<file path="config.mk">
export PLATFORM = sky130hd
export DESIGN_NAME = key_debounce4_flat
export DESIGN_NICKNAME = d
export VERILOG_FILES = /design/src/rtl/key_debounce4_pkg.sv /design/src/rtl/key_debounce4_if.sv /design/src/rtl/key_debounce4_debounce_bit.sv /design/src/rtl/key_debounce4.sv /design/src/flat_wrapper.sv
export SDC_FILE = /design/constraint.sdc
export NUM_CORES = 1
export LEC_CHECK = 0
export ABC_CLOCK_PERIOD_IN_PS = 4900
export CAP_MARGIN = 10
export CORE_MARGIN = 2
export CORE_UTILIZATION = 30
export CTS_CLUSTER_DIAMETER = 60
export DETAILED_ROUTE_END_ITERATION = 12
export GPL_TIMING_DRIVEN = 0
export PLACE_DENSITY = 0.57
export SYNTH_ARGS = -nofsm -noshare
export SYNTH_HDL_FRONTEND = slang
export SYNTH_SLANG_ARGS = --single-unit
</file>
<file path="constraint.sdc">
create_clock -name clk -period 4.9 [get_ports clk]
set_clock_uncertainty 0.1 [all_clocks]
set_input_delay 0.98 -clock clk [delete_from_list [all_inputs] [get_ports clk]]
set_output_delay 0.98 -clock clk [all_outputs]
set_load 0.1 [all_outputs]
</file>
<file path="src/rtl/key_debounce4_pkg.sv">
// ---------------------------------------------------------------------------
// key_debounce4_pkg
//   Shared definitions for the 4-key debounce front end: key count, the
//   two FSM state codes and the vector type that travels to the encoder.
//   No ports.
// ---------------------------------------------------------------------------
package key_debounce4_pkg;

  localparam int KEY_N = 4;

  localparam logic [0:0] KD_IDLE   = 1'b0;
  localparam logic [0:0] KD_ACTIVE = 1'b1;

  typedef logic [KEY_N-1:0] key_vec_t;

  // True when at least one key in the vector is asserted.
  function automatic logic any_key(input key_vec_t v);
    return |v;
  endfunction

endpackage

</file>
<file path="src/rtl/key_debounce4_if.sv">
// ---------------------------------------------------------------------------
// key_debounce4_if
//   Bundles the raw key levels and the debounced request outputs that feed
//   the downstream 4-to-2 priority encoder.
//   Signals:
//     key_in   raw, asynchronous, bouncing key levels (active-high)
//     in_code  debounced key vector (encoder in_code)
//     en       high while any debounced key is high (encoder en)
//     code_chg one-cycle strobe, first cycle in_code holds a new value
//   Modports:
//     master  drives key_in, observes the debounced outputs
//     slave   the debouncer itself
// ---------------------------------------------------------------------------
interface key_debounce4_if;
  import key_debounce4_pkg::*;

  key_vec_t key_in;
  key_vec_t in_code;
  logic     en;
  logic     code_chg;

  modport master (output key_in, input in_code, input en, input code_chg);
  modport slave  (input key_in, output in_code, output en, output code_chg);

endinterface

</file>
<file path="src/rtl/key_debounce4_debounce_bit.sv">
// ---------------------------------------------------------------------------
// debounce_bit
//   One key: 2-flop synchroniser followed by a persistence filter. A new
//   level is accepted only after the synchronised input has differed from
//   the accepted level for DEBOUNCE_CYCLES consecutive cycles.
//   Ports:
//     clk     clock, all state on rising edge
//     rst     asynchronous, active-high reset
//     din_i   raw asynchronous key level
//     dout_o  accepted (stable) level, registered
//     upd_o   high in the cycle before dout_o flips; the flip happens on the
//             next rising edge. Derived from registers only.
// ---------------------------------------------------------------------------
module debounce_bit #(
  parameter int DEBOUNCE_CYCLES = 16,
  parameter int CNT_W           = 20
) (
  input  logic clk,
  input  logic rst,
  input  logic din_i,
  output logic dout_o,
  output logic upd_o
);

  // The counter runs down from DEBOUNCE_CYCLES-1; reaching zero while the
  // input still disagrees means the new level has persisted for the full
  // window.
  localparam logic [CNT_W-1:0] CNT_LOAD = CNT_W'(DEBOUNCE_CYCLES - 1);

  logic             s1_q;
  logic             s2_q;
  logic             stable_q;
  logic             stable_d;
  logic [CNT_W-1:0] cnt_q;
  logic [CNT_W-1:0] cnt_d;
  logic             upd;

  always_ff @(posedge clk or posedge rst) begin
    if (rst) begin
      s1_q <= 1'b0;
      s2_q <= 1'b0;
    end else begin
      s1_q <= din_i;
      s2_q <= s1_q;
    end
  end

  always_comb begin
    stable_d = stable_q;
    cnt_d    = cnt_q;
    upd      = 1'b0;
    if (s2_q == stable_q) begin
      // Any return to the accepted level discards the partial count.
      cnt_d = CNT_LOAD;
    end else if (cnt_q == '0) begin
      stable_d = s2_q;
      cnt_d    = CNT_LOAD;
      upd      = 1'b1;
    end else begin
      cnt_d = cnt_q - CNT_W'(1);
    end
  end

  always_ff @(posedge clk or posedge rst) begin
    if (rst) begin
      stable_q <= 1'b0;
      cnt_q    <= CNT_LOAD;
    end else begin
      stable_q <= stable_d;
      cnt_q    <= cnt_d;
    end
  end

  assign dout_o = stable_q;
  assign upd_o  = upd;

endmodule

</file>
<file path="src/rtl/key_debounce4.sv">
// ---------------------------------------------------------------------------
// key_debounce4
//   Front end for the 4-to-2 priority encoder. Synchronises and debounces
//   four raw key levels, presents the stable vector with an enable, and
//   pulses code_chg for one cycle whenever the vector changes.
//   Ports:
//     clk  clock, all state on rising edge
//     rst  asynchronous, active-high reset
//     kd   key_debounce4_if.slave: key_in in, in_code/en/code_chg out
//
//   FSM
//     state     | meaning
//     ----------+-----------------------------------------------
//     KD_IDLE   | no debounced key high, en = 0
//     KD_ACTIVE | at least one debounced key high, en = 1
// ---------------------------------------------------------------------------
module key_debounce4
  import key_debounce4_pkg::*;
#(
  parameter int DEBOUNCE_CYCLES = 16,
  parameter int CNT_W           = 20
) (
  input  logic             clk,
  input  logic             rst,
  key_debounce4_if.slave   kd
);

  key_vec_t   stable_vec;
  key_vec_t   upd_vec;
  key_vec_t   next_code;
  logic [0:0] state_q;
  logic [0:0] state_d;
  logic       code_chg_q;

  for (genvar g = 0; g < KEY_N; g++) begin : g_bit
    debounce_bit #(
      .DEBOUNCE_CYCLES (DEBOUNCE_CYCLES),
      .CNT_W           (CNT_W)
    ) u_bit (
      .clk    (clk),
      .rst    (rst),
      .din_i  (kd.key_in[g]),
      .dout_o (stable_vec[g]),
      .upd_o  (upd_vec[g])
    );
  end

  // An update always flips the accepted level, so the vector seen after the
  // next edge is the current one with the updating bits inverted. Driving
  // the FSM from it keeps en in step with in_code.
  assign next_code = stable_vec ^ upd_vec;

  always_comb begin
    state_d = state_q;
    case (state_q)
      KD_IDLE:   if (any_key(next_code))  state_d = KD_ACTIVE;
      KD_ACTIVE: if (!any_key(next_code)) state_d = KD_IDLE;
      default:   state_d = KD_IDLE;
    endcase
  end

  always_ff @(posedge clk or posedge rst) begin
    if (rst) begin
      state_q    <= KD_IDLE;
      code_chg_q <= 1'b0;
    end else begin
      state_q    <= state_d;
      // Bits finishing on the same edge merge into a single strobe.
      code_chg_q <= |upd_vec;
    end
  end

  assign kd.in_code  = stable_vec;
  assign kd.en       = (state_q == KD_ACTIVE);
  assign kd.code_chg = code_chg_q;

endmodule
</file>
<file path="src/flat_wrapper.sv">
// flat-port wrapper written by rule: the top's interface ports become plain ports
module key_debounce4_flat import key_debounce4_pkg::*;
#(
  parameter int DEBOUNCE_CYCLES = 16,
  parameter int CNT_W           = 20
)
  (clk, rst, kd_key_in, kd_in_code, kd_en, kd_code_chg);
  key_debounce4_if kd_i ();
  input  logic clk;
  input  logic rst;
  input wire logic [$bits(kd_i.key_in)-1:0] kd_key_in;
  output wire logic [$bits(kd_i.in_code)-1:0] kd_in_code;
  output wire logic [$bits(kd_i.en)-1:0] kd_en;
  output wire logic [$bits(kd_i.code_chg)-1:0] kd_code_chg;
  assign kd_i.key_in = kd_key_in;
  assign kd_in_code = kd_i.in_code;
  assign kd_en = kd_i.en;
  assign kd_code_chg = kd_i.code_chg;
  key_debounce4 #(.DEBOUNCE_CYCLES(DEBOUNCE_CYCLES), .CNT_W(CNT_W)) u_core (.clk(clk), .rst(rst), .kd(kd_i));
endmodule
</file>
# Word level (Yosys, flattened, before mapping)
# Cells that the tools add are included.
[word_totals]
register_bits = 94
in_bits = 6
output_inout_bits = 6
elab_cells = 58
[op_classes]
add_sub_neg = 4
eq_ne = 4
mux = 17
bitwise = 5
n_reduce_logical = 10
[ops]
columns = ["operator", "n"]
rows = [
  ["two-way mux 20 bit", 8],
  ["logical NOT 20 bit", 4],
  ["subtractor 20 x 1 -> 20 bit (second input constant)", 4],
  ["two-way mux 1 bit", 9],
  ["AND reduction 2 bit", 4],
  ["OR reduction 4 bit", 2],
  ["equality test 1 bit", 4],
  ["inverter 1 bit", 4],
  ["bitwise XOR 4 bit", 1],
]

# Longest topological paths before layout
# Gate-level depths: netlist of run 1.
[logic_depth]
ltp_word = 6
ltp_mapped = 9
depth_no_buf = 7

# Cells and area by module
# From an unflattened synthesis of run 1, not the netlist that was laid out.
[hier_totals]
cells_unflattened = 429
area_unflattened_um2 = 4664.5
[modules_own_cells]
columns = ["module", "instances", "cells_per_inst", "area_per_inst_um2", "seq_area_each_um2"]
rows = [
  ["debounce_bit (u_core.g_bit[0].u_bit ...)", 3, 105, 1142.3, 580.6],
  ["debounce_bit (u_core.g_bit[3].u_bit)", 1, 105, 1134.8, 580.6],
  ["key_debounce4", 1, 9, 102.6, 50.0],
]

# Worst setup path after synthesis of run 1
# No wires, ideal clock.
[synth_timing]
path_kind = "reg-to-reg"
from = "reg u_core.g_bit[3].u_bit.cnt_q[14]"
to = "reg u_core.state_q, in the netlist u_core.kd.en"
setup_time_ns = 0.139
arrival_ns = 2.390
t_required_ns = 4.661
path_slack_ns = 2.272
stages_incl_launch_ff = 6
path_buffers = 0
period_less_slack_ns = 2.628
path_cell_list = "dfrtp_1 -> or4_4 -> or4_4 -> nor3_4 -> mux2_2 -> or4_1"
[synth_between]
elab_chain_len = 6
[synth_rtl]
columns = ["element", "line_no", "source"]
rows = [
  ["start: declaration", "key_debounce4_debounce_bit.sv:34", "logic [CNT_W-1:0] cnt_q;"],
  ["start signal: assignment", "key_debounce4_debounce_bit.sv:70", "cnt_q <= cnt_d;"],
  ["logical NOT 20 bit", "key_debounce4_debounce_bit.sv:55", "end else if (cnt_q == '0) begin"],
  ["two-way mux 1 bit", "key_debounce4_debounce_bit.sv:55", ""],
  ["two-way mux 1 bit", "key_debounce4_debounce_bit.sv:52", "if (s2_q == stable_q) begin"],
  ["bitwise XOR 4 bit", "key_debounce4.sv:51", "assign next_code = stable_vec ^ upd_vec;"],
  ["OR reduction 4 bit", "key_debounce4_pkg.sv:18", "return |v;"],
  ["two-way mux 1 bit", "key_debounce4.sv:56, key_debounce4.sv:57", ""],
  ["net u_core.state_d", "key_debounce4.sv:32", "logic [0:0] state_d;"],
  ["end signal: assignment", "key_debounce4.sv:67", "state_q <= state_d;"],
  ["end: declaration", "key_debounce4.sv:31", "logic [0:0] state_q;"],
]
# The timed path passes the listed nets, and every way through them passes these cells.
# A chain may end at the register's enable or synchronous reset.

# Worst setup path in the final report of run 1
[layout_timing]
from = "reg u_core.g_bit[2].u_bit.stable_q"
to = "out kd_in_code[2]"
[layout_rtl]
columns = ["element", "line_no", "source"]
rows = [
  ["start: declaration", "key_debounce4_debounce_bit.sv:32", "logic stable_q;"],
  ["start signal: assignment", "key_debounce4_debounce_bit.sv:69", "stable_q <= stable_d;"],
  ["end: declaration", "flat_wrapper.sv:12", "output wire logic [$bits(kd_i.in_code)-1:0] kd_in_code;"],
]
# No word-level cell between the ends.

==> metrics.md, run 1 <==
| Metric | Value |
|---|---|
| Max Cap Viol | `0` |
| Most common cell after layout, fill and taps aside | `nor2_1` |
| I/O pin count | `12` |
| CP Cell Sequence | `buf_4 -> clkdlybuf4s50_1` |
| Worst EP arrival | `2.00 ns` |
| Clock power frac | `0.466` |
| Result of the run | `completed` |
| VDD IR max | `approximately 0.18 mV` |
| Xor and xnor fraction of the mapped netlist area | `0.140` |
| Fraction of registers with async set or reset after synthesis | `1.00` |
| Simple-gate share of the synthesized area | `0.249` |
| CTS H-tree depth | `3` |
| Finished Core Util | `0.354` |
| Largest net degree at the start of global routing | `60` |
| CTS tree | `built` |
| Synthesized cell area | `4440 um2` |
| DR iter-0 viols | `120` |
| Vias per std cell | `4.58` |
| TNS Setup | `0 ns` |
| Setup CP Type | `reg2out` |
| Final hold vios | `0` |
| CP max-delay cell | `clkdlybuf4s50_1` |
| Final net count | `457` |
| CTS Sinks | `94` |
| Main synth FF type | `dfrtp_1` |
| Internal power | `1.29 mW` |
| Layout cells sized above 1 | `0.139` |
| Gr ovfl total | `0` |
| Die area | `15800 um2` |
| Floorplan die height | `between 100 and 150 um` |
| EDFF count, synth | `0` |
| CP Launch Point | `u_core.g_bit[2].u_bit.dout_o` |
| Wire length per cell | `12.4 um` |
| Cts hold-fix bufs | `0` |
| Power Density | `~320 nW/um2` |
| Fmax | `325 MHz` |
| Post-CTS Setup Inserts | `0` |
| Switching Fraction | `0.209` |
| Adder-cell area share of the yosys netlist | `0.0226` |
| Commonest non-fill, non-tap cells in the layout | `nor2_1, dfrtp_1, xnor2_1, nand2_1, nor3_1` |
| Vias in the first global route | `3050` |
| Slew Limit Fails | `0` |
| YS warnings | `0` |
| Die extent in x | `126 um` |
| Crit path required time | `~3.8 ns` |
| Critical Path Sink | `kd_in_code[2]` |
| Num CTS Buffers | `9` |
| Num rows | `44` |
| Bufs on Longest Clock Path | `2` |
| Sequential cell area fraction in the yosys report | `0.535` |
| Synthesized flop and latch total | `94` |
| Total power draw | `1.63 mW` |
| DR vias | `2888` |
| Syn avg cell area | `10.6 um2` |
| Core area | `14500 um2` |
| Worst slack at placement | `2.14 ns` |
| Worst Tran Pin Value | `0.966 ns` |
| Reg-to-Reg End | `u_core.kd.en` |
| Largest family of logic cells by synthesized area | `simple AND/OR/NAND/NOR gates` |
| Worst r2r path cells | `5` |
| Gr usage total | `0.110` |
| Clock slew at the register clock pins of the worst setup and hold paths | `0.06 ns` |
| Library cells used by synthesis | `38` |
| Gpl congestion | `0.751` |
| Sequential power share | `0.493` |
| Starting Density | `0.306` |
| Mux contribution to synthesized area | `0.0102` |
| Finish-stage setup viols | `0` |
| Reg2Reg Launch Point | `u_core.g_bit[0].u_bit.cnt_q[12]` |
| CP Max Fanout | `3` |
| Hold Path Class | `reg2reg` |
| Leakage power | `2.28 nW` |
| DP Wirelength | `5350 um` |
| Clk Latency, worst-skew pair | `0.34 ns` |
| Hold Crit Start | `u_core.g_bit[2].u_bit.s1_q` |
| Comb pwr share | `0.041` |
| Rel. slew slack | `0.354` |
| CTS Root Cell | `clkbuf_16` |
| Initial antenna violation count | `0` |
| Port bufs | `11` |
| Area contributors post-synth | `dfrtp_1, xnor2_1, dfstp_2` |
| CP Launch Type | `register` |
| Post-Syn Nets | `434` |
| Global-route wire length before repair | `14100 um` |
| Largest stage delay, worst path | `1.11 ns` |
| Compound-Gate Fraction of Synth Area | `0.00818` |
| Synth area leader | `dfrtp_1` |
| Post-Synthesis Cells | `between 400 and 500` |
| Worst reg-to-reg setup slack | `2.14 ns` |
| P&R area growth vs syn | `15.6%` |
| Final WS setup | `1.82 ns` |
| Resized cells post-CTS | `0` |
| RSZ-0062 raised after global routing | `false` |
| Total wire length | `between 7000 and 8000 um` |
| Antenna Nets Post-Route | `0` |
| Pre-antenna DRT Iters | `4` |
| CP endpoint kind | `output port` |
| Period utilisation layout | `0.628` |
| Crit path time final | `3.08 ns` |
| Synth top area share | `0.440` |
| Ant diodes | `0` |
| DRC viols | `0` |
| Sw Pwr | `around 340 uW` |
stage by stage:
stage | std cells | hold WS (ns) | area [um2]
5_1_grt | 631 | 0.255 | 5130
6_report | 631 | 0.250 | 5130
4_1_cts | 631 | 0.253 | 5130
3_5_place_dp | 616 | 0.239 | 4810
3_3_place_gp | 615 | 0.236 | 4780
2_1_floorplan | 420 | 0.231 | 4440
layout make-up:
type,instances,area [um2]
Fill cell,1419,9350
Sequential cell,94,2370
Multi-Input combinational cell,305,1910
Clock buffer,11,253
Tap cell,184,230
Timing Repair Buffer,12,138
Buffer,12,120
Clock inverter,4,70.1
Inverter,9,36.3
Yosys cell counts (2+ instances only):
master / count
a21oi_1: 4
and2_1: 2
and3_1: 2
buf_12: 2
buf_4: 5
buf_6: 3
dfrtp_1: 78
dfstp_2: 16
ha_1: 8
inv_1: 9
mux2_2: 4
nand2_1: 35
nand2b_1: 3
nand3_1: 6
nand3b_1: 2
nand4_1: 4
nor2_1: 84
nor2_2: 4
nor3_1: 25
nor4_1: 15
nor4_4: 2
or2_1: 3
or2b_1: 2
or3_1: 8
or4_1: 8
or4_4: 5
xnor2_1: 53
xor2_1: 18
kinds of logic (layout without fill, tap and decap cells):
group                      count (synthesis)  in the layout
AOI/OAI and AO/OA                          6              6
and+or+nand+nor                          216            216
buffers and inverters                     21             48
DFF                                       94             94
muxes                                      4              4
adders and majority gates                  8              8
xor gates and xnor gates                  71             71
power groups by stage:
stage          clock network, mW  logic [mW]  registers [mW]
2_1_floorplan                  0      0.0477           0.815
3_3_place_gp                   0      0.0636           0.817
3_5_place_dp                   0      0.0683           0.818
4_1_cts                    0.785      0.0689           0.804
5_1_grt                    0.812      0.0760           0.805
6_report                   0.760      0.0661           0.804
registers in the layout, indices dropped and copies added, names as in the netlist:
register,flops
u_core.g_bit.u_bit.cnt_q,80
u_core.g_bit.u_bit.s1_q,4
u_core.kd.en,1
u_core.g_bit.u_bit.s2_q,4
u_core.kd.code_chg,1
u_core.g_bit.u_bit.dout_o,4
layer usage:
metal | vias up | GRT usage | routed length [um]
met5 | - | 0 | 0
met4 | 0 | 0.0451 | 141
met3 | 11 | 0.0351 | 244
met2 | 33 | 0.180 | 3760
met1 | 1412 | 0.135 | 3680
li1 | 1432 | - | -
worst min-delay path by stage:
stage | slack, ns | endpoint | cells after the start
final | 0.25 | u_core.g_bit[2].u_bit.s2_q | 0
after global routing | 0.26 | u_core.g_bit[2].u_bit.s2_q | 0
after CTS | 0.25 | u_core.g_bit[2].u_bit.s2_q | 0
after detailed placement | 0.24 | u_core.g_bit[2].u_bit.s2_q | 0
after global placement | 0.24 | u_core.g_bit[2].u_bit.s2_q | 0
after floorplan | 0.23 | u_core.g_bit[0].u_bit.s2_q | 0
worst max-delay path, delay by kind of cell, from the launching register on:
kind	cells	cell delay [ns]
buffers and inverters	2	1.24
DFF	1	0.41
No activity file was read; power rests on OpenSTA's default activity.
==> run 2, diff against run 1 <==
--- a/config.mk
+++ b/config.mk
@@ -5,7 +5,7 @@
 export SDC_FILE = /design/constraint.sdc
 export NUM_CORES = 1
 export LEC_CHECK = 0
-export ABC_CLOCK_PERIOD_IN_PS = 4900
+export ABC_CLOCK_PERIOD_IN_PS = 2900
 export CAP_MARGIN = 10
 export CORE_MARGIN = 2
 export CORE_UTILIZATION = 30
==> constraint.sdc (replaced) <==
create_clock -name clk -period 2.9 [get_ports clk]
set_clock_uncertainty 0.1 [all_clocks]
set_input_delay 0.58 -clock clk [delete_from_list [all_inputs] [get_ports clk]]
set_output_delay 0.58 -clock clk [all_outputs]
set_load 0.1 [all_outputs]
==> run 2 against run 1 <==
Compared with the run above:
- worst hold slack got worse by 0.0039 ns
- die area unchanged
- sequential power increased by 69%
- sequential share of layout area decreased by 0.25 points
- first-iteration DRC count decreased by 0.83%
- largest cell class unchanged
- critical path depth increased by 3
- setup slack got worse by 1.7 ns
- count of clock-buffer cells in the layout decreased by 1
- highest routed layer unchanged
- core utilization increased by 0.19 points
- total power increased by 70%
- critical endpoint is now u_core.kd.en
- via count decreased by 0.38%
- combinational power increased by 71%
==> metrics.md, run 2 (synthesized netlist as in run 1, its figures left out) <==
| Metric | Value |
|---|---|
| Result of the run | `completed` |
| Worst slack at placement | `0.135 ns (-2.01 ns)` |
| Finish-stage setup viols | `0 (unchanged)` |
| CP Max Fanout | `5 (+2)` |
| CP Launch Type | `register` |
| TNS Setup | `0 ns (unchanged)` |
| Wire length per cell | `12.4 um (about the same)` |
| Setup CP Type | `reg2reg` |
| VDD IR max | `0.273 mV (+53%)` |
| Fillers | `1427 (+0.56%)` |
| CTS Sinks | `94 (unchanged)` |
| Vias in the first global route | `3024 (-0.85%)` |
| Floorplan die height | `126 um (unchanged)` |
| Clk Latency, worst-skew pair | `0.34 ns (about the same)` |
| Global-route wire length before repair | `13900 um (-0.98%)` |
| Die extent in x | `126 um (unchanged)` |
| Rel. slew slack | `0.355 (+0.00174)` |
| Die area | `15800 um2 (unchanged)` |
| Max Cap Viol | `0 (unchanged)` |
| Largest net degree at the start of global routing | `37 (-38%)` |
| Worst EP arrival | `2.89 ns (+0.89 ns)` |
| Leakage power | `2.28 nW (+0.18%)` |
| Layout cells sized above 1 | `0.145 (+0.00606)` |
| Final WS setup | `0.131 ns (-1.69 ns)` |
| Initial antenna violation count | `0 (unchanged)` |
| Antenna Nets Post-Route | `0 (unchanged)` |
| Period utilisation layout | `0.955` |
| Cts hold-fix bufs | `0 (unchanged)` |
| Slew Limit Fails | `0 (unchanged)` |
| GR peak layer | `met2` |
| DR vias | `2877 (-0.38%)` |
| Crit path required time | `3.02 ns (-0.80 ns)` |
| Core area | `14500 um2 (unchanged)` |
| CTS Root Cell | `clkbuf_16` |
| I/O pin count | `12 (unchanged)` |
| CTS tree | `built` |
| CTS H-tree depth | `3 (unchanged)` |
| RSZ-0062 raised after global routing | `false` |
| Worst reg-to-reg setup slack | `0.13 ns (-2.01 ns)` |
| DR iter-0 viols | `119 (-0.83%)` |
| Met1 Use GR | `0.133 (-0.00113)` |
| P&R area growth vs syn | `16.2%` |
| Final hold vios | `0 (unchanged)` |
| DRC viols | `0 (unchanged)` |
| Total wire length | `7840 um (+0.22%)` |
| Gpl congestion | `0.729 (-2.9%)` |
| Crit path time final | `around 2.8 ns` |
| Grt met3 use | `0.0402 (+0.00513)` |
| Most flop-heavy register | `u_core.g_bit.u_bit.cnt_q` |
| Num rows | `44 (unchanged)` |
| Gr usage total | `0.109 (-0.000828)` |
| Met2 usage in global routing | `0.182 (+0.00223)` |
| Num CTS Buffers | `9 (unchanged)` |
| Final net count | `458 (+0.22%)` |
| Bufs on Longest Clock Path | `2 (unchanged)` |
| Vias per std cell | `4.55 (-0.70%)` |
| Starting Density | `0.306 (unchanged)` |
| Hold Path Class | `reg2reg` |
| Largest register FFs | `80 (unchanged)` |
| Worst Tran Pin Value | `0.964 ns (-0.00261 ns)` |
| Most common cell after layout, fill and taps aside | `nor2_1` |
| Power Density | `538 nW/um2 (+69%)` |
| CP endpoint kind | `register` |
| Port bufs | `11 (unchanged)` |
| Clock slew at the register clock pins of the worst setup and hold paths | `0.07 ns (about the same)` |
| Ant diodes | `0 (unchanged)` |
| Pre-antenna DRT Iters | `4 (unchanged)` |
| Post-CTS Setup Inserts | `0 (unchanged)` |
| Gr ovfl total | `0 (unchanged)` |
| DP Wirelength | `5420 um (+1.3%)` |
| Fmax | `between 300 and 400 MHz` |
| Commonest non-fill, non-tap cells in the layout | `nor2_1, dfrtp_1, xnor2_1, nand2_1, nor3_1` |
==> run 2: repair_timing <==
action                                 in CTS  in global routing
setup endpoints to repair                   0                  1
endpoints found under the hold margin       0                  0
gates resized for setup                     0                  1
==> run 2: worst max-delay path, stage by stage (launching register included) <==
cell,delay [ns]
dfrtp_1,0.42
or4_1,0.56
or3_1,0.41
nor4_4,0.26
mux2_2,0.39
or4_1,0.50
==> run 2: cell type report <==
class	instances	area [um2]	share of cell area
sequential	94	2370	0.460
clock buffer	10	239	0.0463
inverter	9	37.5	0.00728
buffer	12	120	0.0233
tap	184	230	0.0446
multi-input combinational	305	1920	0.372
timing repair buffer	13	150	0.0291
clock inverter	6	91.3	0.0177
==> run 2: report_power, final <==
| group | switching, mW | total, mW | internal (mW) | leakage, nW |
|---|---|---|---|---|
| registers | 0.0165 | 1.36 | 1.34 | 1.24 |
| logic | 0.0705 | 0.113 | 0.0428 | 0.876 |
| clock network | 0.516 | 1.30 | 0.785 | 0.163 |
==> run 2: path summary, 6_finish.rpt <==
check,startpoint,end,cells after the start
min reg2reg,u_core.g_bit[1].u_bit.s1_q,u_core.g_bit[1].u_bit.s2_q,0
max reg2reg,u_core.g_bit[0].u_bit.cnt_q[12],u_core.kd.en,5
min in group asynchronous,rst,u_core.g_bit[3].u_bit.s1_q,2
max in group asynchronous,rst,u_core.g_bit[0].u_bit.cnt_q[0],3
max,u_core.g_bit[0].u_bit.cnt_q[12],u_core.kd.en,5
min,u_core.g_bit[1].u_bit.s1_q,u_core.g_bit[1].u_bit.s2_q,0
==> run 2: metal layers <==
| layer | up-vias | wire [um] |
|---|---|---|
| met5 | - | 0 |
| met4 | 0 | 79 |
| met3 | 5 | 251 |
| met2 | 28 | 3710 |
| met1 | 1397 | 3800 |
| li1 | 1447 | - |
==> run 2: metrics by stage <==
step	util	total power [mW]	hold WS (ns)	cells	cell area (um2)
floorplan	-	1.46	0.231	420	4440
global placement	0.330	1.49	0.234	615	4780
detailed placement	0.333	1.50	0.235	617	4820
CTS	0.356	2.82	0.250	633	5150
global route	0.356	2.88	0.247	633	5160
finish	0.356	2.77	0.246	633	5160
